--- config.mk ---
export PLATFORM = sky130hd
export DESIGN_NAME = uart_rx_frontend
export DESIGN_NICKNAME = d
export VERILOG_FILES = /design/src/rtl/uart_rx_frontend.sv
export SDC_FILE = /design/constraint.sdc
export NUM_CORES = 1
export LEC_CHECK = 0
export BUFFER_PORTS_ARGS = -buffer_cell sky130_fd_sc_hd__buf_2
export CAP_MARGIN = 10
export CORE_MARGIN = 5
export CORE_UTILIZATION = 61
export CTS_CLUSTER_DIAMETER = 200
export CTS_CLUSTER_SIZE = 24
export DETAILED_ROUTE_END_ITERATION = 10
export GPL_ROUTABILITY_DRIVEN = 0
export PLACE_DENSITY = 0.88
export SLEW_MARGIN = 20
export SYNTH_ARGS = -nofsm -noshare
export SYNTH_HDL_FRONTEND = slang
export SYNTH_SLANG_ARGS = --single-unit
export TNS_END_PERCENT = 1
--- constraint.sdc ---
create_clock -name clk -period 2.3 [get_ports clk]
set_input_delay 0.115 -clock clk [delete_from_list [all_inputs] [get_ports clk]]
set_output_delay 0.115 -clock clk [all_outputs]
set_load 0.005 [all_outputs]
--- src/rtl/uart_rx_frontend.sv ---
`default_nettype none
// ============================================================================
// Module   : uart_rx_frontend
// Purpose  : 8N1 serial receiver with a fixed clock divisor, mid-bit sampling,
//            a one-byte valid/ready holding register and error strobes.
// Revision : 1.0
// ============================================================================
module uart_rx_frontend #(
  parameter int CLKS_PER_BIT = 16,
  parameter int DATA_BITS    = 8
) (
  input  logic                 clk,
  input  logic                 reset,
  input  logic                 io_rxd,
  input  logic                 io_rxReady,
  output logic                 io_rxValid,
  output logic [DATA_BITS-1:0] io_rxData,
  output logic                 io_frameError,
  output logic                 io_overrun
);

  localparam int CNT_W = $clog2(CLKS_PER_BIT);
  localparam int BIT_W = (DATA_BITS > 1) ? $clog2(DATA_BITS) : 1;
  localparam logic [CNT_W-1:0] HALF_LOAD = CNT_W'(CLKS_PER_BIT / 2 - 1);
  localparam logic [CNT_W-1:0] FULL_LOAD = CNT_W'(CLKS_PER_BIT - 1);
  localparam logic [BIT_W-1:0] LAST_BIT  = BIT_W'(DATA_BITS - 1);

  typedef enum logic [2:0] {
    S_IDLE      = 3'd0,
    S_START     = 3'd1,
    S_DATA      = 3'd2,
    S_STOP      = 3'd3,
    S_WAIT_HIGH = 3'd4
  } state_e;

  logic                 sync1_q;
  logic                 sync2_q;
  state_e               state_q;
  logic [CNT_W-1:0]     cnt_q;
  logic [BIT_W-1:0]     bit_idx_q;
  logic [DATA_BITS-1:0] shift_q;
  logic                 valid_q;
  logic [DATA_BITS-1:0] data_q;
  logic                 frame_err_q;
  logic                 overrun_q;

  logic w_rxs;
  logic w_tick;
  logic w_consume;

  assign w_rxs     = sync2_q;
  assign w_tick    = (cnt_q == '0);
  assign w_consume = valid_q && io_rxReady;

  always_ff @(posedge clk) begin
    if (reset) begin
      sync1_q     <= 1'b1;
      sync2_q     <= 1'b1;
      state_q     <= S_IDLE;
      cnt_q       <= '0;
      bit_idx_q   <= '0;
      shift_q     <= '0;
      valid_q     <= 1'b0;
      data_q      <= '0;
      frame_err_q <= 1'b0;
      overrun_q   <= 1'b0;
    end else begin
      sync1_q     <= io_rxd;
      sync2_q     <= sync1_q;
      frame_err_q <= 1'b0;
      overrun_q   <= 1'b0;

      // A consume clears the holder; a delivery later in this block overrides it.
      if (w_consume) begin
        valid_q <= 1'b0;
      end

      if (state_q == S_START || state_q == S_DATA || state_q == S_STOP) begin
        cnt_q <= cnt_q - 1'b1;
      end

      case (state_q)
        S_IDLE: begin
          if (!w_rxs) begin
            state_q <= S_START;
            cnt_q   <= HALF_LOAD;
          end
        end
        S_START: begin
          if (w_tick) begin
            if (!w_rxs) begin
              state_q   <= S_DATA;
              cnt_q     <= FULL_LOAD;
              bit_idx_q <= '0;
            end else begin
              state_q <= S_IDLE;
            end
          end
        end
        S_DATA: begin
          if (w_tick) begin
            shift_q   <= {w_rxs, shift_q[DATA_BITS-1:1]};
            bit_idx_q <= bit_idx_q + 1'b1;
            cnt_q     <= FULL_LOAD;
            if (bit_idx_q == LAST_BIT) begin
              state_q <= S_STOP;
            end
          end
        end
        S_STOP: begin
          if (w_tick) begin
            if (w_rxs) begin
              state_q <= S_IDLE;
              if (!valid_q || w_consume) begin
                data_q  <= shift_q;
                valid_q <= 1'b1;
              end else begin
                overrun_q <= 1'b1;
              end
            end else begin
              frame_err_q <= 1'b1;
              state_q     <= S_WAIT_HIGH;
            end
          end
        end
        S_WAIT_HIGH: begin
          if (w_rxs) begin
            state_q <= S_IDLE;
          end
        end
        default: begin
          state_q <= S_IDLE;
        end
      endcase
    end
  end

  assign io_rxValid    = valid_q;
  assign io_rxData     = data_q;
  assign io_frameError = frame_err_q;
  assign io_overrun    = overrun_q;

endmodule
`default_nettype wire

==> flow_summary.json <==
{
  "finalInstanceArea_sq_mm": 0.00151,
  "num_rows": 17,
  "numCtsBuffers": 5,
  "startpoint": "cnt_q[0]",
  "die_h_microns": 57.8,
  "drtIter0Drc": 33,
  "io_buffer_count": 14,
  "fp.dieW_microns": 57.8,
  "synth_top_area_cell": "dfxtp_1",
  "via_count": 1097,
  "tns_ns": 0,
  "power.share.clock_pct": 30.4,
  "critical_path_class": "flop to flop",
  "slew_headroom_pct": 61.6,
  "finalCritPeriodShare_pct": 77.1,
  "synth_edf_count": 0,
  "hold_path_class": "input port to flop",
  "syn-num-nets": 155,
  "track_usage_pct": 16.7,
  "postCtsSetupRepairBufs": 0,
  "syn_to_final_growth_pct": 8.72,
  "cts_tree": "built",
  "grt.met1_usage_pct": 21.5,
  "synth_cell_types": 37,
  "synth_top_area_share_pct": 44.6,
  "pwr-share-seq_pct": 57.7,
  "powerDensity_mw_per_mm2": 643,
  "yosys-top-cells-area": "dfxtp_1 (45%), nand2b_1 (9.0%), mux2i_1 (5.8%), o21ai_1 (4.0%), a21oi_1 (3.6%)",
  "synth_ff_type": "dfxtp_1",
  "clock_path_buffers": 2,
  "max_slew.worst_pin.slew_ns": 0.576,
  "yosys_warnings": 0,
  "start_util_pct": 63.6,
  "synthArstFlopShare_pct": 0,
  "total_power_uw": 974,
  "core_area_sq_mm": 0.00219,
  "n_antenna_cell": 0,
  "antenna_found_initial": 0,
  "comb_power_share_pct": 11.9,
  "cts_resized": 0,
  "drive_above_1_share_pct": 15.4,
  "ys_seq_area_share_pct": 44.6,
  "wl_microns": 2660,
  "status": "completed",
  "worst_ir_drop_vdd_uv": 420,
  "hp-start": "io_rxReady",
  "avgRoutedWirePerCell_microns": 14.0,
  "hold_viol": 0,
  "cap_violations": 0,
  "clkLatencyLatePin_ns": 0.32,
  "rsz0062_at_grt": "no",
  "ant_nets": 0,
  "finalMaxSlewViolations": 0,
  "grt_pass1_vias": 998,
  "most-common-layout-cells": "dfxtp_1 (31), nand2b_1 (20), buf_2 (14), o21ai_1 (11), a21oi_1 (10)",
  "place_area_sq_mm": 0.00145,
  "drt_pass1_iterations": 4,
  "switching_power_uw": 263,
  "avgSynthCellArea_sq_um": 9.41,
  "netlist_area_sq_mm": 0.00139,
  "crit_arrival_ns": 2.02,
  "busiest_layer": "met2",
  "cts_num_sinks": 31,
  "fillers": 159,
  "post-route-drc-count": 0,
  "via_per_inst": 5.77,
  "grtUsageMet3_pct": 4.23,
  "syn_inst": 148,
  "layout_commonest_cell": "dfxtp_1",
  "post-route-min-period_ns": 1.77,
  "path_clk_slew_ns": 0.11,
  "fin_skew_ns": 0.0138,
  "r2r_start": "cnt_q[0]",
  "grt_overflow_total": 0,
  "dp_hpwl_microns": 1850,
  "ys_ff_latch": 31,
  "root_buffer": "clkbuf_4",
  "p_leak_uw": 0.000560,
  "fmax_mhz": 564,
  "met2_usage_pct": 26.0,
  "cp-start-kind": "flop",
  "io_pins": 15,
  "p_int_uw": 712,
  "grt_max_degree": 42,
  "fin_nets": 168,
  "timing.reg2reg.setup_slack_ns": 0.53,
  "htree_levels": 2,
  "crit_fanout": 8,
  "grt_pass1_wl_microns": 4370,
  "dieArea_sq_mm": 0.00334,
  "cp-end-kind": "flop",
  "setup_violations": 0,
  "required_ns": 2.55,
  "final_core_util_pct": 69.1,
  "switching_share_pct": 27.0
}
-- worst paths after layout --
path | to | depth (start not counted)
max | io_rxData[1] | 5
min | io_overrun | 3
max reg2reg | io_rxData[1] | 5
min reg2reg | sync2_q | 1
-- critical path, cell delays in order, from the launching register on --
cell and delay, ns:
dfxtp_1 0.35, inv_1 0.06, ha_1 0.23, and4bb_1 0.29, and4_1 0.51, mux2i_1 0.25
-- sequential cells by signal, summed over array words and instances, names as in the netlist --
| name | count |
|---|---|
| state_q | 3 |
| cnt_q | 4 |
| io_frameError | 1 |
| shift_q | 8 |
| bit_idx_q | 3 |
| io_rxValid | 1 |
| sync1_q | 1 |
| io_overrun | 1 |
| io_rxData | 8 |
| sync2_q | 1 |
-- power groups by stage --
stage	registers (uW)	clock network, uW	logic (uW)
2_1_floorplan	569	0	94.4
3_3_place_gp	573	0	108
3_5_place_dp	574	0	112
4_1_cts	562	303	115
5_1_grt	565	334	126
6_report	562	297	115
-- kinds of logic (layout without fill, tap and decap cells) --
| kind of cell | Yosys count | after routing | share of synthesized area [%] |
|---|---|---|---|
| adder cells (fa/ha/maj) | 3 | 3 | 2.70 |
| AND/OR/NAND/NOR | 57 | 57 | 26.8 |
| buffers and inverters | 14 | 28 | 5.21 |
| flip-flops | 31 | 31 | 44.6 |
| multiplexers | 9 | 9 | 6.56 |
| AO/OA/AOI/OAI | 34 | 34 | 14.2 |
-- Yosys cell counts, types with 3 or more instances --
master    instances
clkbuf_1          5
nor3_1            4
nor2_1            3
a31oi_1           3
ha_1              3
buf_2             4
mux2i_1           8
nand2b_1         20
or3_1             3
o21ai_1          11
dfxtp_1          31
nand3_1           9
a21oi_1          10
inv_1             3
-- layout make-up --
| type | instances | area (sq um) | area share, % |
|---|---|---|---|
| Multi-Input combinational cell | 103 | 699 | 46.2 |
| Timing Repair Buffer | 17 | 95.1 | 6.28 |
| Clock buffer | 5 | 37.5 | 2.48 |
| Tap cell | 28 | 35.0 | 2.31 |
| Sequential cell | 31 | 621 | 41.0 |
| Inverter | 3 | 11.3 | 0.744 |
| Clock inverter | 3 | 15.0 | 0.992 |
-- layer usage --
layer	share of wire, %	vias to the layer above
met5	0	-
met4	2.4	0
met3	5.0	9
met2	48	36
met1	44	499
li1	-	553
-- timing repair --
| item | in CTS | in global routing |
|---|---|---|
| endpoints found under the hold margin | 1 | 0 |
| hold buffers | 1 | 0 |
| setup endpoints to repair | 0 | 0 |
-- per-stage QoR --
step | std cells | setup WS [ns] | hold slack (ns)
detailed placement | 181 | 0.566 | 0.309
floorplan | 148 | 0.845 | 0.212
global placement | 181 | 0.695 | 0.295
global route | 190 | 0.428 | 0.111
CTS | 190 | 0.519 | 0.0979
finish | 190 | 0.527 | 0.102
Power figures use the tool's default switching activity.
